--- config.mk ---
export PLATFORM = sky130hd
export DESIGN_NAME = chord_voicer_flat
export DESIGN_NICKNAME = d
export VERILOG_FILES = /design/src/rtl/chord_voicer_pkg.sv /design/src/rtl/chord_voicer_if.sv /design/src/rtl/chord_env_gain.sv /design/src/rtl/chord_voicer.sv /design/src/flat_wrapper.sv
export SDC_FILE = /design/constraint.sdc
export NUM_CORES = 1
export LEC_CHECK = 0
export CAP_MARGIN = 40
export CORE_ASPECT_RATIO = 2
export CORE_MARGIN = 2
export CORE_UTILIZATION = 35
export CTS_BUF_LIST = sky130_fd_sc_hd__clkbuf_16
export CTS_CLUSTER_SIZE = 10
export DETAILED_ROUTE_END_ITERATION = 16
export PLACE_DENSITY = 0.52
export SETUP_SLACK_MARGIN = 0.5
export SYNTH_ARGS = -nofsm -noshare
export SYNTH_HDL_FRONTEND = slang
export SYNTH_SLANG_ARGS = --single-unit
export TNS_END_PERCENT = 30
--- constraint.sdc ---
create_clock -name clk -period 8.4 [get_ports clk]
set_clock_uncertainty 0.05 [all_clocks]
set_input_delay 1.68 -clock clk [delete_from_list [all_inputs] [get_ports clk]]
set_output_delay 1.68 -clock clk [all_outputs]
set_load 0.05 [all_outputs]
--- src/rtl/chord_voicer_pkg.sv ---
// Shared definitions for the chord voicer: chord shapes, FSM encoding and the
// shift-add interval table that turns a root increment into per-voice increments.
package chord_voicer_pkg;

  localparam logic [1:0] MODE_MAJOR = 2'd0;
  localparam logic [1:0] MODE_MINOR = 2'd1;
  localparam logic [1:0] MODE_DOM7  = 2'd2;
  localparam logic [1:0] MODE_POWER = 2'd3;

  typedef enum logic [1:0] {
    ST_IDLE  = 2'd0,
    ST_VOICE = 2'd1,
    ST_SCALE = 2'd2,
    ST_OUT   = 2'd3
  } state_t;

  // Ratios are approximated with shifts only; the two spare bits hold up to 3*f.
  function automatic logic [33:0] voice_inc(input logic [31:0] f,
                                            input logic [1:0]  mode,
                                            input logic [1:0]  k);
    logic [33:0] fw;
    fw        = {2'b00, f};
    voice_inc = fw;
    case (k)
      2'd1: begin
        case (mode)
          MODE_MINOR: voice_inc = fw + (fw >> 3) + (fw >> 4);
          MODE_POWER: voice_inc = fw + (fw >> 1);
          default:    voice_inc = fw + (fw >> 2);
        endcase
      end
      2'd2: begin
        case (mode)
          MODE_POWER: voice_inc = fw << 1;
          default:    voice_inc = fw + (fw >> 1);
        endcase
      end
      2'd3: begin
        case (mode)
          MODE_DOM7:  voice_inc = fw + (fw >> 1) + (fw >> 2);
          MODE_POWER: voice_inc = fw + (fw << 1);
          default:    voice_inc = fw << 1;
        endcase
      end
      default: voice_inc = fw;
    endcase
  endfunction

endpackage

--- src/rtl/chord_voicer_if.sv ---
// Sample-path bus between the note player (master) and the chord voicer (slave).
interface chord_voicer_if #(
  parameter int FREQ_BITS  = 24,
  parameter int NUM_VOICES = 4
);
  logic                  new_sample_ready;
  logic [FREQ_BITS-1:0]  base_note_freq;
  logic                  base_note_active;
  logic [1:0]            chord_mode;
  logic [NUM_VOICES-1:0] voice_en;
  logic signed [15:0]    chords_sample;
  logic                  sample_valid;
  logic                  busy;
  logic                  overrun;

  modport master (
    output new_sample_ready, base_note_freq, base_note_active, chord_mode, voice_en,
    input  chords_sample, sample_valid, busy, overrun
  );

  modport slave (
    input  new_sample_ready, base_note_freq, base_note_active, chord_mode, voice_en,
    output chords_sample, sample_valid, busy, overrun
  );
endinterface

--- src/rtl/chord_env_gain.sv ---
// Linear attack/release gain register; moves one saturating step per accepted tick.
module chord_env_gain #(
  parameter int GAIN_BITS = 8,
  parameter int RAMP_STEP = 4
) (
  input  logic                 clk,
  input  logic                 reset,
  input  logic                 step,
  input  logic                 active,
  output logic [GAIN_BITS-1:0] gain
);
  localparam logic [GAIN_BITS:0] GAIN_MAX = {1'b0, {GAIN_BITS{1'b1}}};
  localparam logic [GAIN_BITS:0] STEP     = (GAIN_BITS + 1)'(RAMP_STEP);

  logic [GAIN_BITS-1:0] gain_q, gain_d;
  logic [GAIN_BITS:0]   up_sum;
  logic [GAIN_BITS:0]   down_diff;

  always_comb begin
    gain_d    = gain_q;
    up_sum    = {1'b0, gain_q} + STEP;
    down_diff = {1'b0, gain_q} - STEP;
    if (step) begin
      if (active) begin
        gain_d = (up_sum > GAIN_MAX) ? GAIN_MAX[GAIN_BITS-1:0] : up_sum[GAIN_BITS-1:0];
      end else begin
        gain_d = ({1'b0, gain_q} < STEP) ? '0 : down_diff[GAIN_BITS-1:0];
      end
    end
  end

  always_ff @(posedge clk) begin
    if (reset) gain_q <= '0;
    else       gain_q <= gain_d;
  end

  assign gain = gain_q;
endmodule

--- src/rtl/chord_voicer.sv ---
// Time-multiplexed sawtooth chord mixer: one voice per clock through a shared
// adder, then envelope scaling and saturation to a 16-bit codec sample.
module chord_voicer
  import chord_voicer_pkg::*;
#(
  parameter int FREQ_BITS  = 24,
  parameter int PHASE_BITS = 24,
  parameter int NUM_VOICES = 4,
  parameter int GAIN_BITS  = 8,
  parameter int RAMP_STEP  = 4
) (
  input  logic          clk,
  input  logic          reset,
  chord_voicer_if.slave bus
);
  localparam int VW = (NUM_VOICES > 1) ? $clog2(NUM_VOICES) : 1;
  localparam int PW = 18 + GAIN_BITS + 1;
  localparam logic [VW-1:0]        LAST_VOICE = VW'(NUM_VOICES - 1);
  localparam logic signed [PW-1:0] SAT_HI     = PW'(32767);
  localparam logic signed [PW-1:0] SAT_LO     = PW'(-32768);

  state_t                state_q, state_d;
  logic [VW-1:0]         voice_q, voice_d;
  logic [PHASE_BITS-1:0] phase_q [NUM_VOICES];
  logic [PHASE_BITS-1:0] phase_d [NUM_VOICES];
  logic [FREQ_BITS-1:0]  freq_q, freq_d;
  logic [1:0]            mode_q, mode_d;
  logic [NUM_VOICES-1:0] en_q, en_d;
  logic signed [17:0]    acc_q, acc_d;
  logic signed [15:0]    sample_q, sample_d;
  logic                  valid_q, valid_d;
  logic                  busy_q, busy_d;
  logic                  overrun_q, overrun_d;

  logic [GAIN_BITS-1:0]  gain;
  logic                  tick_accept;
  logic                  release_end;
  logic [PHASE_BITS-1:0] cur_phase;
  logic [PHASE_BITS-1:0] next_phase;
  logic signed [15:0]    saw;
  logic signed [17:0]    saw_ext;
  logic signed [PW-1:0]  prod;
  logic signed [PW-1:0]  scaled;
  logic signed [15:0]    sat;

  assign tick_accept = (state_q == ST_IDLE) && bus.new_sample_ready;
  assign release_end = tick_accept && (gain == '0) && !bus.base_note_active;

  chord_env_gain #(
    .GAIN_BITS (GAIN_BITS),
    .RAMP_STEP (RAMP_STEP)
  ) u_gain (
    .clk    (clk),
    .reset  (reset),
    .step   (tick_accept),
    .active (bus.base_note_active),
    .gain   (gain)
  );

  assign cur_phase  = phase_q[voice_q];
  assign next_phase = cur_phase + PHASE_BITS'(voice_inc(32'(freq_q), mode_q, 2'(voice_q)));
  assign saw        = cur_phase[PHASE_BITS-1 -: 16];
  assign saw_ext    = {{2{saw[15]}}, saw};
  assign prod       = PW'(acc_q) * PW'($signed({1'b0, gain}));
  assign scaled     = prod >>> GAIN_BITS;

  always_comb begin
    sat = scaled[15:0];
    if (scaled > SAT_HI)      sat = 16'sh7FFF;
    else if (scaled < SAT_LO) sat = -16'sh8000;
  end

  always_comb begin
    state_d   = state_q;
    voice_d   = voice_q;
    freq_d    = freq_q;
    mode_d    = mode_q;
    en_d      = en_q;
    acc_d     = acc_q;
    sample_d  = sample_q;
    valid_d   = 1'b0;
    busy_d    = busy_q;
    overrun_d = overrun_q;
    for (int i = 0; i < NUM_VOICES; i++) phase_d[i] = phase_q[i];

    if (bus.new_sample_ready && (state_q != ST_IDLE)) overrun_d = 1'b1;

    case (state_q)
      ST_IDLE: begin
        if (bus.new_sample_ready) begin
          state_d = ST_VOICE;
          voice_d = '0;
          busy_d  = 1'b1;
          acc_d   = '0;
          freq_d  = bus.base_note_freq;
          mode_d  = bus.chord_mode;
          en_d    = bus.voice_en;
          // A finished release parks every voice at phase 0 for the next note.
          if (release_end) begin
            en_d = '0;
            for (int i = 0; i < NUM_VOICES; i++) phase_d[i] = '0;
          end
        end
      end
      ST_VOICE: begin
        if (en_q[voice_q]) begin
          acc_d = acc_q + (saw_ext >>> 2);
          for (int i = 0; i < NUM_VOICES; i++) begin
            if (voice_q == VW'(i)) phase_d[i] = next_phase;
          end
        end
        if (voice_q == LAST_VOICE) state_d = ST_SCALE;
        else                       voice_d = voice_q + 1'b1;
      end
      ST_SCALE: begin
        sample_d = sat;
        valid_d  = 1'b1;
        state_d  = ST_OUT;
      end
      ST_OUT: begin
        busy_d  = 1'b0;
        state_d = ST_IDLE;
      end
      default: state_d = ST_IDLE;
    endcase
  end

  always_ff @(posedge clk) begin
    if (reset) begin
      state_q   <= ST_IDLE;
      voice_q   <= '0;
      freq_q    <= '0;
      mode_q    <= MODE_MAJOR;
      en_q      <= '0;
      acc_q     <= '0;
      sample_q  <= '0;
      valid_q   <= 1'b0;
      busy_q    <= 1'b0;
      overrun_q <= 1'b0;
      for (int i = 0; i < NUM_VOICES; i++) phase_q[i] <= '0;
    end else begin
      state_q   <= state_d;
      voice_q   <= voice_d;
      freq_q    <= freq_d;
      mode_q    <= mode_d;
      en_q      <= en_d;
      acc_q     <= acc_d;
      sample_q  <= sample_d;
      valid_q   <= valid_d;
      busy_q    <= busy_d;
      overrun_q <= overrun_d;
      for (int i = 0; i < NUM_VOICES; i++) phase_q[i] <= phase_d[i];
    end
  end

  assign bus.chords_sample = sample_q;
  assign bus.sample_valid  = valid_q;
  assign bus.busy          = busy_q;
  assign bus.overrun       = overrun_q;
endmodule

--- src/flat_wrapper.sv ---
// flat-port wrapper written by rule: the top's interface ports become plain ports
module chord_voicer_flat import chord_voicer_pkg::*;
#(
  parameter int FREQ_BITS  = 24,
  parameter int PHASE_BITS = 24,
  parameter int NUM_VOICES = 4,
  parameter int GAIN_BITS  = 8,
  parameter int RAMP_STEP  = 4
)
  (clk, reset, bus_new_sample_ready, bus_base_note_freq, bus_base_note_active, bus_chord_mode, bus_voice_en, bus_chords_sample, bus_sample_valid, bus_busy, bus_overrun);
  chord_voicer_if #(.FREQ_BITS(FREQ_BITS), .NUM_VOICES(NUM_VOICES)) bus_i ();
  input  logic clk;
  input  logic reset;
  input wire logic [$bits(bus_i.new_sample_ready)-1:0] bus_new_sample_ready;
  input wire logic [$bits(bus_i.base_note_freq)-1:0] bus_base_note_freq;
  input wire logic [$bits(bus_i.base_note_active)-1:0] bus_base_note_active;
  input wire logic [$bits(bus_i.chord_mode)-1:0] bus_chord_mode;
  input wire logic [$bits(bus_i.voice_en)-1:0] bus_voice_en;
  output wire logic [$bits(bus_i.chords_sample)-1:0] bus_chords_sample;
  output wire logic [$bits(bus_i.sample_valid)-1:0] bus_sample_valid;
  output wire logic [$bits(bus_i.busy)-1:0] bus_busy;
  output wire logic [$bits(bus_i.overrun)-1:0] bus_overrun;
  assign bus_i.new_sample_ready = bus_new_sample_ready;
  assign bus_i.base_note_freq = bus_base_note_freq;
  assign bus_i.base_note_active = bus_base_note_active;
  assign bus_i.chord_mode = bus_chord_mode;
  assign bus_i.voice_en = bus_voice_en;
  assign bus_chords_sample = bus_i.chords_sample;
  assign bus_sample_valid = bus_i.sample_valid;
  assign bus_busy = bus_i.busy;
  assign bus_overrun = bus_i.overrun;
  chord_voicer #(.FREQ_BITS(FREQ_BITS), .PHASE_BITS(PHASE_BITS), .NUM_VOICES(NUM_VOICES), .GAIN_BITS(GAIN_BITS), .RAMP_STEP(RAMP_STEP)) u_core (.clk(clk), .reset(reset), .bus(bus_i));
endmodule
==> key figures, run 1 <==
Run status
  • Outcome: finished, final reports clean

Worst setup path
  • Largest delay contributor family on the critical path: compound AO/OA/AOI/OAI gates
  • CP max stage cell: dfxtp_1
  • Worst EP arrival: 7450 ps
  • Reg2Reg Launch Point: u_core.freq_q[3]
  • Worst-path fanout max: 13
  • Cells on worst reg2reg path: 28
  • CP max stage delay: approximately 740 ps
  • Reg-to-reg endpoint: u_core.phase_q[2][22]
  • Endpoint class of the critical path: flip-flop
  • CP most frequent cell: a21oi_1
  • Critical path class: reg -> reg
  • CP Launch Type: flip-flop
  • Reg2reg setup slack: 1110 ps
  • Worst path required time: 8560 ps
  • Worst path bufs/invs: 1

Cells and area
  • Commonest non-fill, non-tap cells in the layout: nor2_1 (262), nand2_1 (241), inv_1 (194)
  • Register area: 0.00449 mm^2
  • Diodes inserted: 0
  • Commonest non-fill, non-tap cell in the layout: nor2_1
  • Final Net Count: 2708
  • Footprint of the multi-input gates: roughly 0.014 mm^2
  • Non-filler cells, final: 3114
  • Area Overhead vs Synth: 10.1%
  • Ratio of cells with drive above 1 in the final layout: 5.68%
  • Fillcell total: 5836

Clock network
  • Total CTS buffers: 17
  • H-tree levels: 4
  • CTS Buffer Depth: 2
  • Root Driver: clkbuf_16
  • Clk pin slew, worst setup/hold paths: 80 ps
  • CTS tree: yes
  • Hold_buf cts: 0
  • Clock sink count: around 180
  • Clock Latency Late Sink: between 400 and 500 ps

Pwr
  • Power per Cell Area: 215 mW/mm^2
  • P_leak: 9.98 nW
  • VDD IR max: 158 uV

Route
  • Vias: 16884
  • DRT antenna net count: 0
  • Vias per inst: between 5 and 6
  • DRT Wirelength: 57.6 mm
  • Drt drc: 0
  • First DRT Iteration DRCs: 1222
  • First-pass DRT Iterations: 5
  • DR WL/cell: around 19 um

STA
  • Worst Hold Margin: 435 ps
  • Tcrit/Tclk final: ~87%
  • Final setup fails: 0
  • Fin. Hold Viols: 0
  • RSZ-0062 raised after global routing: no
  • Min Tclk post-route: 7290 ps
  • Max_slew headroom: 44.3%
  • Fmax: 137 MHz
  • Max-slew violations: 0
  • Worst-margin pin slew: between 800 and 900 ps
  • Setup TNS Final: 0 ps

Logic synthesis
  • Post-synth cell types: 84
  • Synth Instances: around 2300
  • Mapped cell area: 0.0200 mm^2
  • Synth Area per Inst: about 8.6 um^2
  • EDFF count, synth: 96
  • Synth area leader: edfxtp_1
  • Synth Flop Type: edfxtp_1
  • Async S/R FF share, synth: 0%
  • Sequential cell area fraction in the yosys report: 22.4%
  • Synth area leaders: edfxtp_1 (14%), fa_1 (14%), ha_1 (12%)
  • Syn_nets: 2695
  • #FFs+latches synth: 176
  • Yosys top cell area share: 14.4%
  • Synth Warn #: 0

Floorplanning
  • Boundary pin count: 53
  • Core area: 0.0568 mm^2
  • Die Y: 342 um
  • Die Span X: 173 um
  • Row Count: 124
  • Starting Density: between 30% and 40%
  • Full die area: slightly below 0.06 mm^2

Min path
  • Hold path start: u_core.bus.overrun
  • Hold path depth: 2
  • Hold Crit Endpoint: u_core.bus.overrun
  • Hold crit path type: reg -> reg

Global route
  • Gr usage total: roughly 20%
  • Global route overflow: 0
  • Vias in the first global route: 16952
  • Pin count of the biggest net entering global routing: 61
  • Initial antenna violation count: 0
  • Global-route wire length before repair: 94.3 mm

Place
  • Buffers on Ports: 52
  • Placer Congestion: 0.901
  • Detail Placement HPWL: ~42 mm
  • Placed instance count: roughly 3100

Flow run
  • Maxcap violations: 0
state kept, by name, indices dropped and copies added, names as in the netlist, named ones only:
register	count
u_core.freq_q	24
u_core.voice_q	2
u_core.mode_q	2
u_core.bus.sample_valid	1
u_core.bus.overrun	1
u_core.state_q	2
u_core.bus.chords_sample	16
u_core.bus.busy	1
u_core.en_q	4
u_core.phase_q	96
u_core.acc_q	18
u_core.u_gain.gain	7
report_power, final:
group	total, mW	switching [mW]	internal, mW	leakage, nW
sequential	1.23	0.158	1.08	1.66
clock	0.845	0.436	0.409	0.301
combinational	2.65	1.69	0.960	8.02
total	4.73	2.28	2.44	9.98
what timing repair did:
item | 4_1_cts | 5_1_grt
buffers inserted | 0 | 0
setup endpoints to repair | 0 | 8
resized for setup | 0 | 4
tightest hold or removal path, delay by kind of cell, from the launching register on:
family	cells	cell delay, ps
compound gates	1	40
flops	1	340
simple gates	1	70
cells in the mapped netlist (6+ instances only):
cell type and n:
nor2_1 262, nand2_1 241, inv_1 194, ha_1 193, a21oi_1 178, fa_1 136
o21ai_0 100, edfxtp_1 96, and2_1 89, dfxtp_1 80, clkbuf_1 79, xnor2_1 67
a21o_1 50, xor2_1 44, o211ai_1 36, a211oi_1 35, nand3_1 32, a22oi_1 28
nor3_1 28, and3_1 25, mux4_2 25, nand2b_1 25, o21a_1 25, a31oi_1 19
mux2i_1 18, nor2b_1 16, a211o_1 14, o21bai_1 14, or3_1 14, buf_1 11
nand4_1 11, or2_2 10, a221o_1 7, nand3b_1 6, nor4_1 6, o2111ai_1 6
o21ai_1 6, o221ai_1 6, o31ai_1 6
metrics by stage:
stage / setup slack (ps) / utilization (%) / power, mW / area (um^2)
finish: 1110 / 38.8 / 4.73 / 22000
global route: 510 / 38.8 / 5.09 / 22000
CTS: 1070 / 38.8 / 4.75 / 22000
detailed placement: 1130 / 37.7 / 3.88 / 21400
global placement: 1180 / 37.6 / 3.88 / 21400
floorplan: 1880 / - / 3.11 / 20000
layout make-up:
| class | instances | share of cell area (%) |
|---|---|---|
| Multi-Input combinational cell | 1863 | 65.5 |
| Sequential cell | 176 | 20.4 |
| Tap cell | 756 | 4.29 |
| Timing Repair Buffer | 90 | 3.68 |
| Inverter | 197 | 3.36 |
| Clock buffer | 17 | 1.93 |
| Clock inverter | 15 | 0.903 |
worst max-delay path by stage:
stage | start | endpoint | slack (ps) | cells past startpoint
after global routing | u_core.freq_q[3] | u_core.phase_q[1][23] | 510 | 30
after floorplan | u_core.freq_q[1] | u_core.phase_q[0][22] | 1880 | 29
after detailed placement | u_core.freq_q[1] | u_core.phase_q[2][22] | 1130 | 28
after CTS | u_core.freq_q[1] | u_core.phase_q[2][22] | 1070 | 28
final | u_core.freq_q[3] | u_core.phase_q[2][22] | 1110 | 28
after global placement | u_core.freq_q[1] | u_core.phase_q[1][22] | 1180 | 28
cells by family after synthesis:
| group | Yosys count | share of synthesized area (%) |
|---|---|---|
| simple gates | 783 | 18.1 |
| compound gates | 594 | 19.4 |
| fa+ha+maj | 330 | 25.7 |
| buf+inv | 293 | 5.62 |
| flops | 176 | 22.4 |
| xor+xnor | 111 | 4.86 |
| mux | 45 | 3.83 |
metal layers:
metal  share of wire (%)  up-vias  track usage, %
li1                    -     8243               -
met1                  46     8210            27.4
met2                  49      389            34.0
met3                 4.6       42            2.11
met4                 1.1        0            4.27
met5                   0        -               0
Note: power is estimated with default switching activity, not from simulation.
==> run 2: changes to the inputs <==
- RECOVER_POWER: not set -> 25
==> run 2 against run 1 <==
Effect of this change:
- the run now ends with max-capacitance violations, max-slew violations left
- total power is 0.19% lower
- highest routed layer unchanged
- non-clock buffer count unchanged
- hold slack worse by 5.5 ps
- setup slack lost 17 ps
- final area is essentially flat
==> key figures, run 2 (same netlist as run 1, synthesis figures left out) <==
Cells and area
  • Finished Cell Area: 0.0220 mm^2
  • Fillcell total: ~5800
  • Largest registers: u_core.phase_q x96, u_core.freq_q x24, u_core.acc_q x18
  • Commonest non-fill, non-tap cells in the layout: nor2_1 (262), nand2_1 (241), inv_1 (194)
  • Commonest non-fill, non-tap cell in the layout: nor2_1
  • Non-filler cells, final: 3114
  • Register with the most flip-flops: u_core.phase_q
  • Largest register FFs: 96
  • Area Overhead vs Synth: 10.0%
  • Ratio of cells with drive above 1 in the final layout: 5.60%
  • Diodes inserted: 0
  • Post-layout util: slightly below 40%
  • Final Net Count: 2708

Clock network
  • Cts repair resizes: 0
  • # Post-CTS Setup Buffers: 0
  • Hold_buf cts: 0
  • CTS Buffer Depth: 2
  • CTS tree: yes
  • Total CTS buffers: 17
  • Clock Latency Late Sink: around 470 ps
  • H-tree levels: 4
  • Clk pin slew, worst setup/hold paths: about 80 ps
  • Clock sink count: roughly 180
  • Root Driver: clkbuf_16

Worst setup path
  • Endpoint class of the critical path: flip-flop
  • CP most frequent cell: a21oi_1
  • Reg-to-reg endpoint: u_core.phase_q[2][22]
  • Reg2Reg Launch Point: u_core.freq_q[3]
  • Critical path class: reg -> reg
  • CP max stage cell: dfxtp_1
  • Worst EP arrival: 7460 ps
  • Cells on worst reg2reg path: 28
  • Worst-path fanout max: 13
  • Worst Setup SP: u_core.freq_q[3]
  • CP max stage delay: 740 ps
  • Worst path required time: about 8600 ps
  • CP Launch Type: flip-flop
  • Reg2reg setup slack: 1090 ps

STA
  • Tcrit/Tclk final: between 80% and 90%
  • Fmax: roughly 140 MHz
  • Final setup fails: 0
  • Setup TNS Final: 0 ps
  • Worst-margin pin slew: roughly 2600 ps
  • Max-slew violations: just under 90
  • Max_slew headroom: -76.6%
  • Fin. Hold Viols: 0
  • Min Tclk post-route: 7310 ps
  • RSZ-0062 raised after global routing: no

Run status
  • Outcome: finished with violations
  • Failing checks: max-capacitance violations, max-slew violations

Pwr
  • Switching portion of total power: 48.4%
  • Sequential Power Share: 26.1%
  • Combinational share of power: approximately 56%
  • Int Pwr: 2.44 mW
  • Clk pwr share: roughly 18%
  • P_leak: between 10 and 15 nW
  • Power per Cell Area: 214 mW/mm^2
  • VDD IR max: 158 uV
  • NetSw: 2.28 mW

Place
  • Buffers on Ports: 52
  • Placed instance area: 0.0214 mm^2
  • Placer Congestion: 0.901
  • Detail Placement HPWL: 42.3 mm
  • Placed instance count: 3082

Global route
  • Pin count of the biggest net entering global routing: 61
  • Vias in the first global route: 16952
  • Initial antenna violation count: 0
  • Gr usage total: 20.0%
  • Global route overflow: 0
  • Global-route wire length before repair: ~94 mm

Route
  • DRT Wirelength: 57.7 mm
  • Vias: around 17000
  • Drt drc: 0
  • First DRT Iteration DRCs: between 1000 and 1500
  • DR WL/cell: 18.5 um
  • Vias per inst: 5.43
  • First-pass DRT Iterations: 5
  • DRT antenna net count: 0

Floorplanning
  • Die Y: around 340 um
  • Boundary pin count: 53
  • Core area: ~0.057 mm^2
  • Full die area: between 0.05 and 0.06 mm^2
  • Starting Density: 35.2%
  • Row Count: between 100 and 150
  • Die Span X: 173 um

Min path
  • Hold path start: u_core.bus.overrun
  • Hold Crit Endpoint: u_core.bus.overrun
  • Hold path depth: 2
  • Hold crit path type: reg -> reg

Flow run
  • Maxcap violations: 2
[run 2: cell count changes in the layout (fill, tap and decap cells not counted)]
| cell | before | now |
|---|---|---|
| dlygate4sd3_1 | 0 | 19 |
| buf_4 | 38 | 36 |
| clkdlybuf4s50_1 | 51 | 32 |
| clkbuf_1 | 0 | 2 |
[run 2: through the flow]
step | setup WS (ps) | power [mW] | hold slack (ps)
floorplan | 1880 | 3.11 | 421
global placement | 1180 | 3.88 | 400
detailed placement | 1130 | 3.88 | 415
CTS | 1070 | 4.75 | 436
global route | 510 | 5.08 | 450
finish | 1090 | 4.72 | 430
[run 2: worst max-delay path by stage]
stage                                  endpoint  depth (start not counted)  slack, ps
after floorplan           u_core.phase_q[0][22]                         29       1880
after global routing      u_core.phase_q[1][23]                         30        510
after detailed placement  u_core.phase_q[2][22]                         28       1130
final                     u_core.phase_q[2][22]                         28       1090
after global placement    u_core.phase_q[1][22]                         28       1180
after CTS                 u_core.phase_q[2][22]                         28       1070
[run 2: layer usage]
metal | track usage [%] | wire length (um) | vias to the layer above
met5 | 0 | 0 | -
li1 | - | - | 8242
met2 | 34.0 | 28100 | 372
met4 | 4.27 | 641 | 0
met3 | 2.11 | 2490 | 42
met1 | 27.4 | 26500 | 8250
[run 2: cell type report]
type	count	area [um^2]	area share (%)
Clock inverter	15	199	0.903
Multi-Input combinational cell	1863	14400	65.5
Timing Repair Buffer	90	803	3.65
Inverter	197	739	3.36
Sequential cell	176	4490	20.4
Tap cell	756	946	4.30
Clock buffer	17	425	1.93
[run 2: critical path, delay by kind of cell (launching register included)]
family | cells | cell delay (ps)
AO/OA/AOI/OAI | 14 | 2980
XOR/XNOR | 3 | 720
adder cells (fa/ha/maj) | 3 | 990
buffers and inverters | 1 | 120
flip-flops | 1 | 740
AND/OR/NAND/NOR | 7 | 1440
[run 2: power groups by stage]
stage | registers (mW) | clock network, mW | logic [mW]
6_report | 1.23 | 0.845 | 2.64
5_1_grt | 1.26 | 0.893 | 2.93
4_1_cts | 1.23 | 0.867 | 2.65
3_5_place_dp | 1.25 | 0 | 2.63
3_3_place_gp | 1.25 | 0 | 2.63
2_1_floorplan | 1.29 | 0 | 1.81
==> run 3: changes to the inputs <==
- DONT_BUFFER_PORTS: not set -> 1
- PLACE_DENSITY: 0.52 -> 0.51
- SLEW_MARGIN: not set -> 20
==> run 3 against run 2 <==
Effect of this change:
- total power shrank 1.3%
- die area is the same
- hold slack better by 44 ps
- final area is 2.3% lower
- final cell count down 1.6%
- largest cell class unchanged
- critical path type unchanged
- clock power hardly changed
- sequential power is 8% higher
- via count fell by 1.8%
- clock-buffer cell count did not move
- setup slack got worse by 7.7 ps
- utilization decreased by 0.88 points
- combinational power is 6% lower
- the run still ends with max-capacitance violations, max-slew violations left
==> key figures, run 3 (same netlist as run 1, synthesis figures left out) <==
Run status
  • Outcome: finished with violations
  • Failing checks: max-capacitance violations, max-slew violations

Route
  • Met2 WL: 27.6 mm
  • First-pass DRT Iterations: 7
  • Vias per inst: between 5 and 6
  • Highest metal used: met4
  • Routed met3 length: 1.83 mm
  • First DRT Iteration DRCs: 1184
  • DRT antenna net count: 0
  • DRT Wirelength: 57.9 mm
  • Drt drc: 0
  • Met1 Wirelength: about 28 mm
  • DR WL/cell: 18.9 um
  • Vias: 16602

Place
  • Detail Placement HPWL: 42.6 mm
  • Placer Congestion: 0.920
  • Buffers on Ports: 0
  • Placed instance area: 0.0209 mm^2

Worst setup path
  • CP Launch Type: flip-flop
  • Worst-path fanout max: 10
  • Worst EP arrival: about 7600 ps
  • CP max stage delay: 450 ps
  • Endpoint class of the critical path: flip-flop
  • Critical path class: reg -> reg
  • Worst path bufs/invs: 0
  • Largest delay contributor family on the critical path: compound AO/OA/AOI/OAI gates
  • CP max stage cell: dfxtp_1
  • Worst path required time: 8640 ps

Global route
  • Gr usage total: around a fifth
  • Vias in the first global route: 16550
  • Global route overflow: 0
  • Initial antenna violation count: 0
  • Pin count of the biggest net entering global routing: 87
  • Global-route wire length before repair: just over 90 mm

Cells and area
  • Ratio of cells with drive above 1 in the final layout: 5.59%
  • Register with the most flip-flops: u_core.phase_q
  • Final Net Count: 2658
  • Finished Cell Area: 0.0215 mm^2
  • Largest register FFs: 96
  • Diodes inserted: 0
  • Fillcell total: 5962
  • Largest registers: u_core.phase_q x96, u_core.freq_q x24, u_core.acc_q x18
  • Commonest non-fill, non-tap cells in the layout: nor2_1 (262), nand2_1 (241), inv_1 (194)
  • Post-layout util: 37.9%
  • Area Overhead vs Synth: 7.54%
  • Commonest non-fill, non-tap cell in the layout: nor2_1

Clock network
  • CTS Buffer Depth: 2
  • Total CTS buffers: 17
  • Clock Latency Late Sink: 470 ps
  • CTS tree: yes
  • Clock sink count: 176
  • Clk pin slew, worst setup/hold paths: 80 ps
  • Root Driver: clkbuf_16
  • H-tree levels: 4

STA
  • Fin. Hold Viols: 0
  • Worst-margin pin slew: 1740 ps
  • Max-slew violations: 32
  • Final setup fails: 0
  • Tcrit/Tclk final: 87.1%
  • Min Tclk post-route: 7320 ps
  • Fmax: between 100 and 150 MHz
  • Setup TNS Final: 0 ps
  • Max_slew headroom: -15.9%
  • RSZ-0062 raised after global routing: no

Floorplanning
  • Die Span X: 173 um
  • Row Count: 124
  • Die Y: 342 um
  • Boundary pin count: 53
  • Core area: 0.0568 mm^2
  • Full die area: 0.0592 mm^2
  • Starting Density: about a third

Flow run
  • Maxcap violations: 1

Pwr
  • Final Power: 4.66 mW
  • VDD IR max: 154 uV
  • P_leak: 9.77 nW
  • Power per Cell Area: 216 mW/mm^2

Min path
  • Hold crit path type: reg -> reg
[run 3: path summary, 6_finish.rpt]
| check | start | end | slack [ps] | cells past startpoint |
|---|---|---|---|---|
| max | u_core.freq_q[1] | u_core.phase_q[0][23] | 1080 | 31 |
| min | u_core.en_q[2] | u_core.en_q[2] | 470 | 2 |
| max reg2reg | u_core.freq_q[1] | u_core.phase_q[0][23] | 1080 | 31 |
| min reg2reg | u_core.en_q[2] | u_core.en_q[2] | 470 | 2 |
[run 3: metrics by stage]
| step | cells | hold WS, ps | worst slack [ps] |
|---|---|---|---|
| 2_1_floorplan | 2332 | 421 | 1880 |
| 3_3_place_gp | 3027 | 439 | 1170 |
| 3_5_place_dp | 3028 | 466 | 1180 |
| 4_1_cts | 3060 | 478 | 1110 |
| 5_1_grt | 3064 | 504 | 495 |
| 6_report | 3064 | 473 | 1080 |
[run 3: routing by layer]
layer | up-vias | GRT usage [%]
li1 | 8130 | -
met1 | 8115 | 27.2
met2 | 307 | 33.6
met3 | 50 | 1.76
met4 | 0 | 4.80
met5 | - | 0
[run 3: power breakdown]
| part | switching, mW | total, mW | internal (mW) |
|---|---|---|---|
| clock | 0.434 | 0.843 | 0.409 |
| combinational | 1.59 | 2.49 | 0.900 |
| sequential | 0.250 | 1.33 | 1.08 |
[run 3: final cells by class]
type / count / area, um^2 / share of cell area (%)
Clock buffer: 17 / 425 / 1.98
Inverter: 197 / 739 / 3.44
Sequential cell: 176 / 4490 / 20.9
Tap cell: 756 / 946 / 4.40
Multi-Input combinational cell: 1863 / 14400 / 67.0
Timing Repair Buffer: 40 / 302 / 1.40
Clock inverter: 15 / 204 / 0.948
[run 3: worst reg2reg max path: cells and delay by family (launching register included)]
family          cells  cell delay, ps
compound gates     18            3600
fa+ha+maj           4            1390
simple gates        6            1020
xor+xnor            3             620
flops               1             450
[run 3: what timing repair did]
item / 4_1_cts / 5_1_grt
endpoints found under the setup margin: 0 / 2
gates resized for setup: 0 / 1
hold buffers: 0 / 0
setup buffers: 0 / 0
